--- src/rtl/rubik_ctrl_pkg.sv ---
// Shared types for the RUBIK register-group scheduler.
// Latency: n/a (types and constants only).
// Backpressure: n/a.
package rubik_ctrl_pkg;

    // Default watchdog counter width.
    localparam int WDOG_W_DEF = 16;

    // Per-group state as seen by software; 2'd3 is never produced.
    typedef enum logic [1:0] {
        ST_IDLE    = 2'd0,
        ST_PENDING = 2'd1,
        ST_RUNNING = 2'd2
    } grp_status_e;

    // Engine sequencer states.
    typedef enum logic [1:0] {
        E_IDLE  = 2'd0,
        E_START = 2'd1,
        E_BUSY  = 2'd2
    } eng_state_e;

endpackage

--- src/rtl/rubik_grp_slot.sv ---
// Per-group IDLE/PENDING/RUNNING tracker.
// Latency: status and reject flag update one cycle after arm/launch/retire.
// Backpressure: an arm while not IDLE is dropped and flagged on busy_rej_o.
module rubik_grp_slot
    import rubik_ctrl_pkg::*;
(
    input  logic       clk_i,
    input  logic       rst_i,
    input  logic       arm_i,
    input  logic       launch_i,
    input  logic       retire_i,
    output logic [1:0] status_o,
    output logic       busy_rej_o
);

    grp_status_e st_q, st_d;
    logic        rej_q, rej_d;

    // Next state: arm only from IDLE; launch and retire only from their own source state.
    always_comb begin
        st_d  = st_q;
        rej_d = 1'b0;
        if (arm_i) begin
            if (st_q == ST_IDLE) begin
                st_d = ST_PENDING;
            end else begin
                rej_d = 1'b1;
            end
        end
        if (launch_i && (st_q == ST_PENDING)) begin
            st_d = ST_RUNNING;
        end
        if (retire_i && (st_q == ST_RUNNING)) begin
            st_d = ST_IDLE;
        end
    end

    // State and reject-pulse registers.
    always_ff @(posedge clk_i) begin
        if (rst_i) begin
            st_q  <= ST_IDLE;
            rej_q <= 1'b0;
        end else begin
            st_q  <= st_d;
            rej_q <= rej_d;
        end
    end

    assign status_o   = st_q;
    assign busy_rej_o = rej_q;

endmodule

--- src/rtl/rubik_reg_group_ctrl.sv ---
// Ping-pong register-group scheduler: tracks two groups, launches and retires the datapath.
// Latency: arm visible next cycle; op_start two cycles after arming the consumer group.
// Backpressure: none; rejected writes and stray done pulses are reported on err_* pulses.
module rubik_reg_group_ctrl
    import rubik_ctrl_pkg::*;
#(
    parameter int WDOG_W = WDOG_W_DEF
) (
    input  logic              autosa_core_clk,
    input  logic              autosa_core_rst,
    input  logic              producer,
    input  logic              op_en_wr,
    input  logic              eng_done,
    input  logic [WDOG_W-1:0] wdog_limit,
    output logic              consumer,
    output logic [1:0]        status_0,
    output logic [1:0]        status_1,
    output logic              cfg_group_sel,
    output logic              op_start,
    output logic              op_abort,
    output logic [1:0]        intr_done,
    output logic              intr_timeout,
    output logic              err_wr_busy,
    output logic              err_spurious_done
);

    eng_state_e        state_q, state_d;
    logic              consumer_q, consumer_d;
    logic              cfg_sel_q, cfg_sel_d;
    logic [WDOG_W-1:0] wdog_cnt_q, wdog_cnt_d;
    logic [1:0]        intr_done_q, intr_done_d;
    logic              timeout_q, timeout_d;
    logic              spur_q, spur_d;

    logic              cons_pending;
    logic              launch;
    logic              expire;
    logic              retire;
    logic [1:0]        grp_arm, grp_launch, grp_retire, grp_rej;
    logic [WDOG_W-1:0] wdog_lim_m1;

    // Engine sequencing, watchdog and pulse generation.
    always_comb begin
        state_d      = state_q;
        consumer_d   = consumer_q;
        cfg_sel_d    = cfg_sel_q;
        wdog_cnt_d   = wdog_cnt_q;
        intr_done_d  = 2'b00;
        timeout_d    = 1'b0;
        spur_d       = 1'b0;
        wdog_lim_m1  = wdog_limit - WDOG_W'(1);
        cons_pending = (consumer_q ? status_1 : status_0) == ST_PENDING;
        // Launch is registered on the way into E_START so RUNNING shows with op_start.
        launch       = (state_q == E_IDLE) && cons_pending;
        // Done in the same cycle as expiry takes priority.
        expire       = (state_q == E_BUSY) && !eng_done && (wdog_limit != '0)
                       && (wdog_cnt_q == wdog_lim_m1);
        retire       = (state_q == E_BUSY) && (eng_done || expire);

        unique case (state_q)
            E_IDLE: begin
                if (launch) begin
                    state_d   = E_START;
                    cfg_sel_d = consumer_q;
                end
            end
            E_START: begin
                state_d    = E_BUSY;
                wdog_cnt_d = '0;
            end
            E_BUSY: begin
                if (wdog_cnt_q != {WDOG_W{1'b1}}) begin
                    wdog_cnt_d = wdog_cnt_q + WDOG_W'(1);
                end
                if (retire) begin
                    state_d    = E_IDLE;
                    consumer_d = ~consumer_q;
                    if (eng_done) begin
                        intr_done_d = cfg_sel_q ? 2'b10 : 2'b01;
                    end else begin
                        timeout_d = 1'b1;
                    end
                end
            end
            default: state_d = E_IDLE;
        endcase

        if (eng_done && (state_q != E_BUSY)) begin
            spur_d = 1'b1;
        end
    end

    // Engine state and output-pulse registers.
    always_ff @(posedge autosa_core_clk) begin
        if (autosa_core_rst) begin
            state_q     <= E_IDLE;
            consumer_q  <= 1'b0;
            cfg_sel_q   <= 1'b0;
            wdog_cnt_q  <= '0;
            intr_done_q <= 2'b00;
            timeout_q   <= 1'b0;
            spur_q      <= 1'b0;
        end else begin
            state_q     <= state_d;
            consumer_q  <= consumer_d;
            cfg_sel_q   <= cfg_sel_d;
            wdog_cnt_q  <= wdog_cnt_d;
            intr_done_q <= intr_done_d;
            timeout_q   <= timeout_d;
            spur_q      <= spur_d;
        end
    end

    assign grp_arm    = {op_en_wr & producer, op_en_wr & ~producer};
    assign grp_launch = {launch & consumer_q, launch & ~consumer_q};
    assign grp_retire = {retire & cfg_sel_q, retire & ~cfg_sel_q};

    rubik_grp_slot u_slot0 (
        .clk_i      (autosa_core_clk),
        .rst_i      (autosa_core_rst),
        .arm_i      (grp_arm[0]),
        .launch_i   (grp_launch[0]),
        .retire_i   (grp_retire[0]),
        .status_o   (status_0),
        .busy_rej_o (grp_rej[0])
    );

    rubik_grp_slot u_slot1 (
        .clk_i      (autosa_core_clk),
        .rst_i      (autosa_core_rst),
        .arm_i      (grp_arm[1]),
        .launch_i   (grp_launch[1]),
        .retire_i   (grp_retire[1]),
        .status_o   (status_1),
        .busy_rej_o (grp_rej[1])
    );

    assign consumer          = consumer_q;
    assign cfg_group_sel     = (state_q == E_IDLE) ? consumer_q : cfg_sel_q;
    assign op_start          = (state_q == E_START);
    assign op_abort          = timeout_q;
    assign intr_timeout      = timeout_q;
    assign intr_done         = intr_done_q;
    assign err_wr_busy       = |grp_rej;
    assign err_spurious_done = spur_q;

endmodule

--- config.mk ---
export PLATFORM = sky130hd
export DESIGN_NAME = rubik_reg_group_ctrl
export DESIGN_NICKNAME = d
export VERILOG_FILES = /design/src/rtl/rubik_ctrl_pkg.sv /design/src/rtl/rubik_grp_slot.sv /design/src/rtl/rubik_reg_group_ctrl.sv
export SDC_FILE = /design/constraint.sdc
export NUM_CORES = 1
export LEC_CHECK = 0
export CORE_ASPECT_RATIO = 1.5
export CORE_UTILIZATION = 38
export CTS_BUF_LIST = sky130_fd_sc_hd__clkbuf_8
export DETAILED_ROUTE_END_ITERATION = 8
export GPL_ROUTABILITY_DRIVEN = 0
export SYNTH_ARGS = -nofsm -noshare
export SYNTH_HDL_FRONTEND = slang
export SYNTH_HIERARCHICAL = 1
export SYNTH_SLANG_ARGS = --single-unit
--- constraint.sdc ---
create_clock -name autosa_core_clk -period 4.2 [get_ports autosa_core_clk]
set_input_delay 0.42 -clock autosa_core_clk [delete_from_list [all_inputs] [get_ports autosa_core_clk]]
set_output_delay 0.42 -clock autosa_core_clk [all_outputs]
set_load 0.1 [all_outputs]
==> impl_metrics.json, run 1 <==
{
  "min_period_over_period": 0.765,
  "die_area_um2": 5920,
  "antenna_found_initial": 0,
  "synth_edf_count": 0,
  "cts_buffers": 5,
  "clock_skew_ps": 11.1,
  "synth_ff_type": "dfxtp_1",
  "post_cts_resize_count": 0,
  "cts_root_buf": "clkbuf_8",
  "syn-num-nets": 297,
  "holdBufCountCts": 0,
  "async_reset_ff_frac": 0,
  "ir_drop_mv": 0.186,
  "hpwl_um": 4190,
  "holdCritPathClass": "flop to flop",
  "criticalPathCategory": "primary input to flop",
  "wl_um": 5390,
  "postCtsSetupBuffers": 0,
  "pre_cts_slack_ps": 683,
  "synth_top_family_by_area": "simple AND/OR/NAND/NOR gates",
  "grt_max_degree": 24,
  "syn_area_per_cell_um2": 7.81,
  "fill_cells": 558,
  "firstDrtPassIters": 6,
  "drive_above_1_share": 0.0631,
  "relSlewSlack": 0.348,
  "core_area_um2": 5450,
  "reg2reg_slack_ps": 1360,
  "htree_num_levels": 2,
  "final_common_cell": "nor2_1",
  "nNetsFinal": 324,
  "ant_nets": 0,
  "intPower_w": 0.000535,
  "clockPowerShare": 0.356,
  "grt.total_usage": 0.188,
  "hold_path.startpoint": "cfg_sel_q",
  "synth_cell_type_count": 58,
  "start_kind": "primary input",
  "cts_tree": "built",
  "status": "complete, no violations",
  "portBuffers": 33,
  "pwr-share-seq": 0.384,
  "cap_violations": 0,
  "yosys.area_share.xor_xnor": 0.0945,
  "clk_latency_ps": 290,
  "drc_errors": 0,
  "synth-simple-area-share": 0.358,
  "path_cells": "clkdlybuf4s50_1 -> inv_1 -> ha_1 -> xnor2_1 -> or3_1 -> a2111oi_4 -> nand4_2 -> a2111oi_4 -> a21oi_2 -> nor3_1 -> nand2b_1 -> a21oi_1",
  "cpPeakStageDelay_ps": 570,
  "synth.area.mux_share": 0.0147,
  "netlist_area_um2": 2130,
  "ys_ff_latch": 30,
  "p_comb_frac": 0.260,
  "synth_seq_area_share": 0.282,
  "synth_top_area_frac": 0.282,
  "synth_compound_area_frac": 0.184,
  "p_leak_nw": 0.865,
  "yosysWarnings": 6,
  "min_period_ps": 3210,
  "area_delta_synth_final_pct": 21.5,
  "yosys.area.top_type": "dfxtp_1",
  "hold_viol_final": 0,
  "cp_common_cell": "a2111oi_4",
  "via_count": 2027,
  "r2r_end": "u_slot1/status_o[1]",
  "slew_violations": 0,
  "crit_family": "compound AO/OA/AOI/OAI gates",
  "die_h_um": 93.7,
  "wl_per_cell_um": 14.5,
  "r2r_cells": 9,
  "rows": 33,
  "timing.hold.ws_ps": 488,
  "worstMarginPinSlew_ps": 975,
  "cts.clk_slew.worst_paths_ps": 70,
  "cts_sinks": 30,
  "setup_viol": 0,
  "slowest_stage": "clkdlybuf4s50_1",
  "arrival_ps": 3340,
  "drtIter0Drc": 73,
  "min_path_cells": 1,
  "boundaryPins": 34,
  "antenna_cells": 0,
  "p_per_area_nw_per_um2": 311,
  "p_sw_w": 0.000271,
  "synth_cells": 273,
  "min_to": "intr_done[0]",
  "netlist_top_cells_area": "dfxtp_1 28%, xnor2_1 6.6%, nor2_1 6.3%, a21oi_1 3.3%, nor3_1 3.1%",
  "fin_ws_ps": 986,
  "fin_setup_tns_ps": 0,
  "rsz0062_at_grt": "false",
  "initial_core_util": 0.391,
  "grt_pass1_vias": 1895,
  "critPathCaptureType": "flop",
  "max_freq_mhz": 311,
  "p_sw_frac": 0.336,
  "gr-total-overflow": 0,
  "synthAdderAreaFrac": 0.0176,
  "worstPathBufferInverterCount": 2,
  "final_cell_mix": "36 x nor2_1, 33 x clkdlybuf4s50_1, 30 x dfxtp_1",
  "grt_pass1_wl_um": 8650,
  "p_total_w": 0.000806,
  "via_per_inst": 5.46,
  "die_width_um": 63.1,
  "clockBufferDepth": 2,
  "crit_required_ps": 4330,
  "r2r-start": "state_q[1]",
  "critPathMaxFanout": 5
}
==> worst reg2reg max path, stage by stage (launching register included) <==
cell	delay (ps)
dfxtp_1	440
nand2b_1	310
or3_1	500
a2111oi_4	370
nand4_2	190
a2111oi_4	430
a21oi_2	120
nor3_1	120
nand2b_1	120
a21oi_1	60
==> flip-flops by register name, summed over array words and instances, names as in the netlist <==
register	count
err_spurious_done	1
u_slot0/status_o	2
u_slot1/busy_rej_o	1
state_q	2
intr_timeout	1
u_slot0/busy_rej_o	1
cfg_sel_q	1
wdog_cnt_q	16
consumer	1
u_slot1/status_o	2
intr_done	2
==> worst max path at each step <==
stage                        from                   to  cells past startpoint
floorplan              state_q[1]        cfg_group_sel                      2
CTS                 wdog_limit[0]  u_slot1/status_o[1]                     12
detailed placement  wdog_limit[0]  u_slot1/status_o[1]                     12
finish              wdog_limit[0]  u_slot1/status_o[1]                     12
global placement    wdog_limit[0]  u_slot1/status_o[1]                     12
global route        wdog_limit[0]  u_slot1/status_o[1]                     12
==> cell families (layout without fill, tap and decap cells) <==
family                   Yosys count  after routing
XOR/XNOR                          23             23
AO/OA/AOI/OAI                     51             51
AND/OR/NAND/NOR                  140            140
flip-flops                        30             30
buffers and inverters             23             51
adder cells (fa/ha/maj)            3              3
multiplexers                       3              3
==> per-layer routing <==
metal / part of all wire / track usage / vias to the layer above
met5: 0 / 0 / -
met4: 0.028 / 0.0930 / 0
met3: 0.022 / 0.0279 / 12
met2: 0.52 / 0.355 / 32
met1: 0.43 / 0.200 / 947
li1: - / - / 1036
==> final cells by class <==
type / count / area [µm²] / area share
inverter: 10 / 37.5 / 0.0145
multi-input combinational: 220 / 1430 / 0.550
timing repair buffer: 33 / 330 / 0.128
clock buffer: 5 / 68.8 / 0.0266
clock inverter: 3 / 40.0 / 0.0155
tap: 70 / 87.6 / 0.0338
sequential: 30 / 601 / 0.232
==> stage by stage <==
| stage | cell area (µm²) | cells | utilization |
|---|---|---|---|
| after floorplan | 2130 | 273 | - |
| after global placement | 2480 | 363 | 0.455 |
| after detailed placement | 2480 | 363 | 0.455 |
| after CTS | 2590 | 371 | 0.475 |
| after global routing | 2590 | 371 | 0.475 |
| final | 2590 | 371 | 0.475 |
==> power groups by stage <==
stage / sequential [W] / clock, W / combinational (W)
floorplan: 0.000351 / 0 / 0.000108
global placement: 0.000316 / 0 / 0.000209
detailed placement: 0.000316 / 0 / 0.000209
CTS: 0.000309 / 0.000294 / 0.000210
global route: 0.000311 / 0.000303 / 0.000224
finish: 0.000310 / 0.000287 / 0.000209
==> Yosys cell counts, types with 3 or more instances <==
| cell | n |
|---|---|
| nor2_1 | 36 |
| dfxtp_1 | 30 |
| nand2_1 | 16 |
| xnor2_1 | 16 |
| a21oi_1 | 14 |
| nor3_1 | 13 |
| nand3_1 | 12 |
| clkbuf_1 | 10 |
| inv_1 | 10 |
| nand4_1 | 8 |
| nand2b_1 | 7 |
| or3_1 | 7 |
| xor2_1 | 7 |
| nor4_1 | 6 |
| o21ai_0 | 6 |
| nor2b_1 | 5 |
| a211oi_1 | 4 |
| and2_1 | 4 |
| nor3b_1 | 4 |
| a31oi_1 | 3 |
| and3_1 | 3 |
| ha_1 | 3 |
| o32ai_1 | 3 |
Note: power is estimated with default switching activity, not from simulation.
==> inputs of run 2 (changes only) <==
clock period = 3.3 ns   (was 4.2 ns; I/O delays follow)
==> impl_metrics.json, run 2 (synthesis results as in run 1) <==
{
  "die_area_um2": 5920,
  "top_register": "wdog_cnt_q",
  "final_core_utilization": 0.488,
  "area_delta_synth_final_pct": 24.9,
  "status": "complete, no violations",
  "drc_errors": 0,
  "postCtsSetupBuffers": 0,
  "max_freq_mhz": 348,
  "start_kind": "primary input",
  "ant_nets": 0,
  "clockBufferDepth": 2,
  "holdCritPathClass": "flop to flop",
  "min_period_over_period": 0.872,
  "cts_tree": "built",
  "criticalPathCategory": "primary input to flop",
  "relSlewSlack": 0.352,
  "drtIter0Drc": 90,
  "design_area_um2": 2660,
  "die_width_um": 63.1,
  "critPathMaxFanout": 2,
  "nNetsFinal": 336,
  "grt_pass1_wl_um": 9080,
  "cts_buffers": 5,
  "hold_viol_final": 0,
  "grt.total_usage": 0.199,
  "wl_um": 5590,
  "via_count": 2128,
  "initial_core_util": 0.391,
  "final_common_cell": "nor2_1",
  "boundaryPins": 34,
  "ir_drop_mv": 0.283,
  "critPathCaptureType": "flop",
  "clk_latency_ps": 290,
  "grt_util_met1": 0.214,
  "fin_setup_tns_ps": 0,
  "busiest_layer": "met2",
  "final_cell_mix": "36 x nor2_1, 31 x clkdlybuf4s50_1, 30 x dfxtp_1",
  "grt_max_degree": 17,
  "p_leak_nw": 0.917,
  "antenna_cells": 0,
  "holdBufCountCts": 0,
  "core_area_um2": 5450,
  "met2_usage": 0.362,
  "rsz0062_at_grt": "false",
  "timing.hold.ws_ps": 498,
  "place_area_um2": 2570,
  "slew_violations": 0,
  "post_cts_resize_count": 0,
  "antenna_found_initial": 0,
  "cts_sinks": 30,
  "clock_skew_ps": 10.3,
  "cap_violations": 0,
  "arrival_ps": 3060,
  "portBuffers": 33,
  "die_h_um": 93.7,
  "p_total_w": 0.000980,
  "gr-usage-met3": 0.0340,
  "cts.clk_slew.worst_paths_ps": 70,
  "rows": 33,
  "grt_pass1_vias": 1991,
  "hpwl_um": 4360,
  "worstMarginPinSlew_ps": 968,
  "drive_above_1_share": 0.105,
  "via_per_inst": 5.56,
  "htree_num_levels": 2,
  "wl_per_cell_um": 14.6,
  "largest_reg_flops": 16,
  "min_period_ps": 2880,
  "cts_root_buf": "clkbuf_8",
  "gr-total-overflow": 0,
  "p_per_area_nw_per_um2": 368,
  "setup_viol": 0,
  "crit_required_ps": 3480,
  "firstDrtPassIters": 4
}
[run 2: path summary, 6_finish.rpt]
check / start / endpoint / slack, ps / cells past startpoint
setup / recovery: wdog_limit[0] / u_slot1/status_o[1] / 420 / 12
hold / removal: cfg_sel_q / intr_done[0] / 500 / 1
setup reg to reg: wdog_cnt_q[5] / wdog_cnt_q[4] / 790 / 7
hold reg to reg: cfg_sel_q / intr_done[0] / 500 / 1
[run 2: report_power, final]
part / internal, W / switching [W] / leakage, nW
Sequential: 0.000374 / 0.0000179 / 0.243
Combinational: 0.0000909 / 0.000185 / 0.627
Clock: 0.000167 / 0.000145 / 0.0472
Total: 0.000633 / 0.000348 / 0.917
[run 2: metrics by stage]
step | setup WS (ps) | cells
floorplan | 400 | 273
global placement | 135 | 375
detailed placement | 117 | 375
CTS | 416 | 383
global route | 219 | 383
finish | 423 | 383
[run 2: final cells by class]
type                            instances  area [µm²]
Inverter                               10        37.5
Timing Repair Buffer                   45         415
Sequential cell                        30         601
Tap cell                               70        87.6
Clock inverter                          2        12.5
Multi-Input combinational cell        220        1430
Fill cell                             560        2790
Clock buffer                            6        82.6
[run 2: critical path, cell delays in order]
cell             delay [ps]
clkdlybuf4s50_1         470
inv_1                    60
ha_1                    300
xnor2_1                 120
or3_1                   390
a2111oi_4               380
nand4_2                 180
a2111oi_4               390
a21oi_2                 120
nor3_1                  130
nand2b_1                120
a21oi_1                  60
[run 2: per-layer routing]
metal / share of wire / wire length (µm)
met5: 0 / 0
met4: 0.036 / 202
met3: 0.033 / 184
met2: 0.51 / 2860
met1: 0.42 / 2340
==> inputs of run 3 (changes only) <==
CTS_BUF_LIST = sky130_fd_sc_hd__clkbuf_4 sky130_fd_sc_hd__clkbuf_8   (was sky130_fd_sc_hd__clkbuf_8)
PLACE_DENSITY = 0.71   (was default)
==> impl_metrics.json, run 3 (synthesis results as in run 1) <==
{
  "cp_common_cell": "a2111oi_4",
  "slowest_stage": "clkdlybuf4s50_1",
  "grt_pass1_wl_um": 9150,
  "boundaryPins": 34,
  "largest_reg_flops": 16,
  "drtIter0Drc": 82,
  "p_per_area_nw_per_um2": 390,
  "clockPowerShare": 0.360,
  "critPathMaxFanout": 2,
  "crit_required_ps": 3420,
  "worstMarginPinSlew_ps": 963,
  "wl_met3_um": 180,
  "min_path_cells": 1,
  "pre_cts_slack_ps": 99.2,
  "r2r_cells": 9,
  "arrival_ps": 3100,
  "grt.total_usage": 0.198,
  "reg2reg_slack_ps": 710,
  "min_period_ps": 2980,
  "initial_core_util": 0.391,
  "firstDrtPassIters": 4,
  "wl_met1_um": 2290,
  "p_comb_frac": 0.261,
  "drive_above_1_share": 0.0968,
  "hpwl_um": 4160,
  "cts_root_buf": "clkbuf_8",
  "path_cells": "clkdlybuf4s50_1 -> inv_1 -> ha_1 -> xnor2_1 -> or3_1 -> a2111oi_4 -> nand4_2 -> a2111oi_4 -> a21oi_2 -> nor3_1 -> nand2b_1 -> a21oi_1",
  "gr-total-overflow": 0,
  "cts.clk_slew.worst_paths_ps": 60,
  "clock_skew_ps": 6.88,
  "setup_viol": 0,
  "pwr-share-seq": 0.379,
  "cpPeakStageDelay_ps": 480,
  "rsz0062_at_grt": "false",
  "max_freq_mhz": 335,
  "hold_viol_final": 0,
  "ir_drop_mv": 0.215,
  "p_total_w": 0.00104,
  "grt_pass1_vias": 2009,
  "dr_wl_met2_um": 2850,
  "die_area_um2": 5920,
  "critPathCaptureType": "flop",
  "cp-startpoint": "wdog_limit[0]",
  "final_common_cell": "nor2_1",
  "top_register": "wdog_cnt_q",
  "cts_tree": "built",
  "post_cts_resize_count": 0,
  "holdCritPathClass": "flop to flop",
  "clk_latency_ps": 280,
  "fin_setup_tns_ps": 0,
  "grt_max_degree": 24,
  "p_sw_frac": 0.323,
  "holdBufCountCts": 0,
  "cap_violations": 0,
  "min_to": "intr_done[0]",
  "wl_um": 5420,
  "ant_nets": 0,
  "antenna_found_initial": 0,
  "status": "complete, no violations",
  "min_period_over_period": 0.903,
  "p_sw_w": 0.000335,
  "hold_path.startpoint": "cfg_sel_q",
  "via_count": 2111,
  "rows": 33,
  "postCtsSetupBuffers": 0,
  "portBuffers": 33,
  "p_leak_nw": 0.917,
  "core_area_um2": 5450,
  "r2r-start": "state_q[1]",
  "nNetsFinal": 334,
  "wl_per_cell_um": 14.3,
  "die_h_um": 93.7,
  "area_delta_synth_final_pct": 25.0,
  "relSlewSlack": 0.356,
  "fin_ws_ps": 319,
  "slew_violations": 0,
  "final_cell_mix": "36 x nor2_1, 31 x clkdlybuf4s50_1, 30 x dfxtp_1",
  "r2r_end": "u_slot0/status_o[1]",
  "htree_num_levels": 2,
  "drc_errors": 0,
  "cts_sinks": 30,
  "start_kind": "primary input",
  "top_layer": "met4",
  "die_width_um": 63.1,
  "antenna_cells": 0,
  "intPower_w": 0.000705,
  "clockBufferDepth": 2,
  "criticalPathCategory": "primary input to flop",
  "via_per_inst": 5.56,
  "fill_cells": 551,
  "cts_buffers": 5
}
run 3: cell count changes in the layout (fill, tap and decap cells not counted), sizes merged:
cell      delta
clkinvlp     -1
buf          -2
clkinv       -1
bufinv       +1
run 3: through the flow:
stage | instances | utilization | hold slack, ps | cell area [µm²]
4_1_cts | 380 | 0.489 | 505 | 2660
3_3_place_gp | 373 | 0.468 | 507 | 2550
3_5_place_dp | 373 | 0.468 | 509 | 2550
5_1_grt | 380 | 0.489 | 532 | 2660
6_report | 380 | 0.489 | 505 | 2660
2_1_floorplan | 273 | - | 399 | 2130
run 3: layout make-up:
class                   count  area (µm²)  share of cell area
repair buffers             43         400               0.150
clock inverters             1        30.0              0.0113
clock buffers               6        82.6              0.0310
inverters                  10        37.5              0.0141
well taps                  70        87.6              0.0329
multi-input cells         220        1430               0.535
flip-flops and latches     30         601               0.225
run 3: how the worst max path moves through the flow:
| stage | end | slack, ps | cells after the start |
|---|---|---|---|
| 3_5_place_dp | u_slot1/status_o[1] | 100 | 12 |
| 2_1_floorplan | cfg_group_sel | 400 | 2 |
| 6_report | u_slot0/status_o[1] | 320 | 12 |
| 3_3_place_gp | u_slot1/status_o[1] | 150 | 12 |
| 5_1_grt | u_slot0/status_o[1] | 90 | 12 |
| 4_1_cts | u_slot0/status_o[1] | 300 | 12 |
run 3: worst max-delay path, delay by kind of cell:
| family | cells | cell delay [ps] |
|---|---|---|
| compound gates | 4 | 940 |
| buf+inv | 2 | 540 |
| xor+xnor | 1 | 120 |
| simple gates | 4 | 860 |
| fa+ha+maj | 1 | 310 |
run 3: power by group through the flow:
stage / logic, W / clock network, W / registers (W)
2_1_floorplan: 0.000137 / 0 / 0.000447
5_1_grt: 0.000290 / 0.000394 / 0.000397
3_5_place_dp: 0.000269 / 0 / 0.000402
6_report: 0.000271 / 0.000374 / 0.000395
3_3_place_gp: 0.000266 / 0 / 0.000401
4_1_cts: 0.000271 / 0.000377 / 0.000394
run 3: layer usage:
layer,GRT usage,vias to the layer above
met5,0,-
met2,0.357,48
met1,0.220,988
met3,0.0400,9
met4,0.0872,0
li1,-,1066
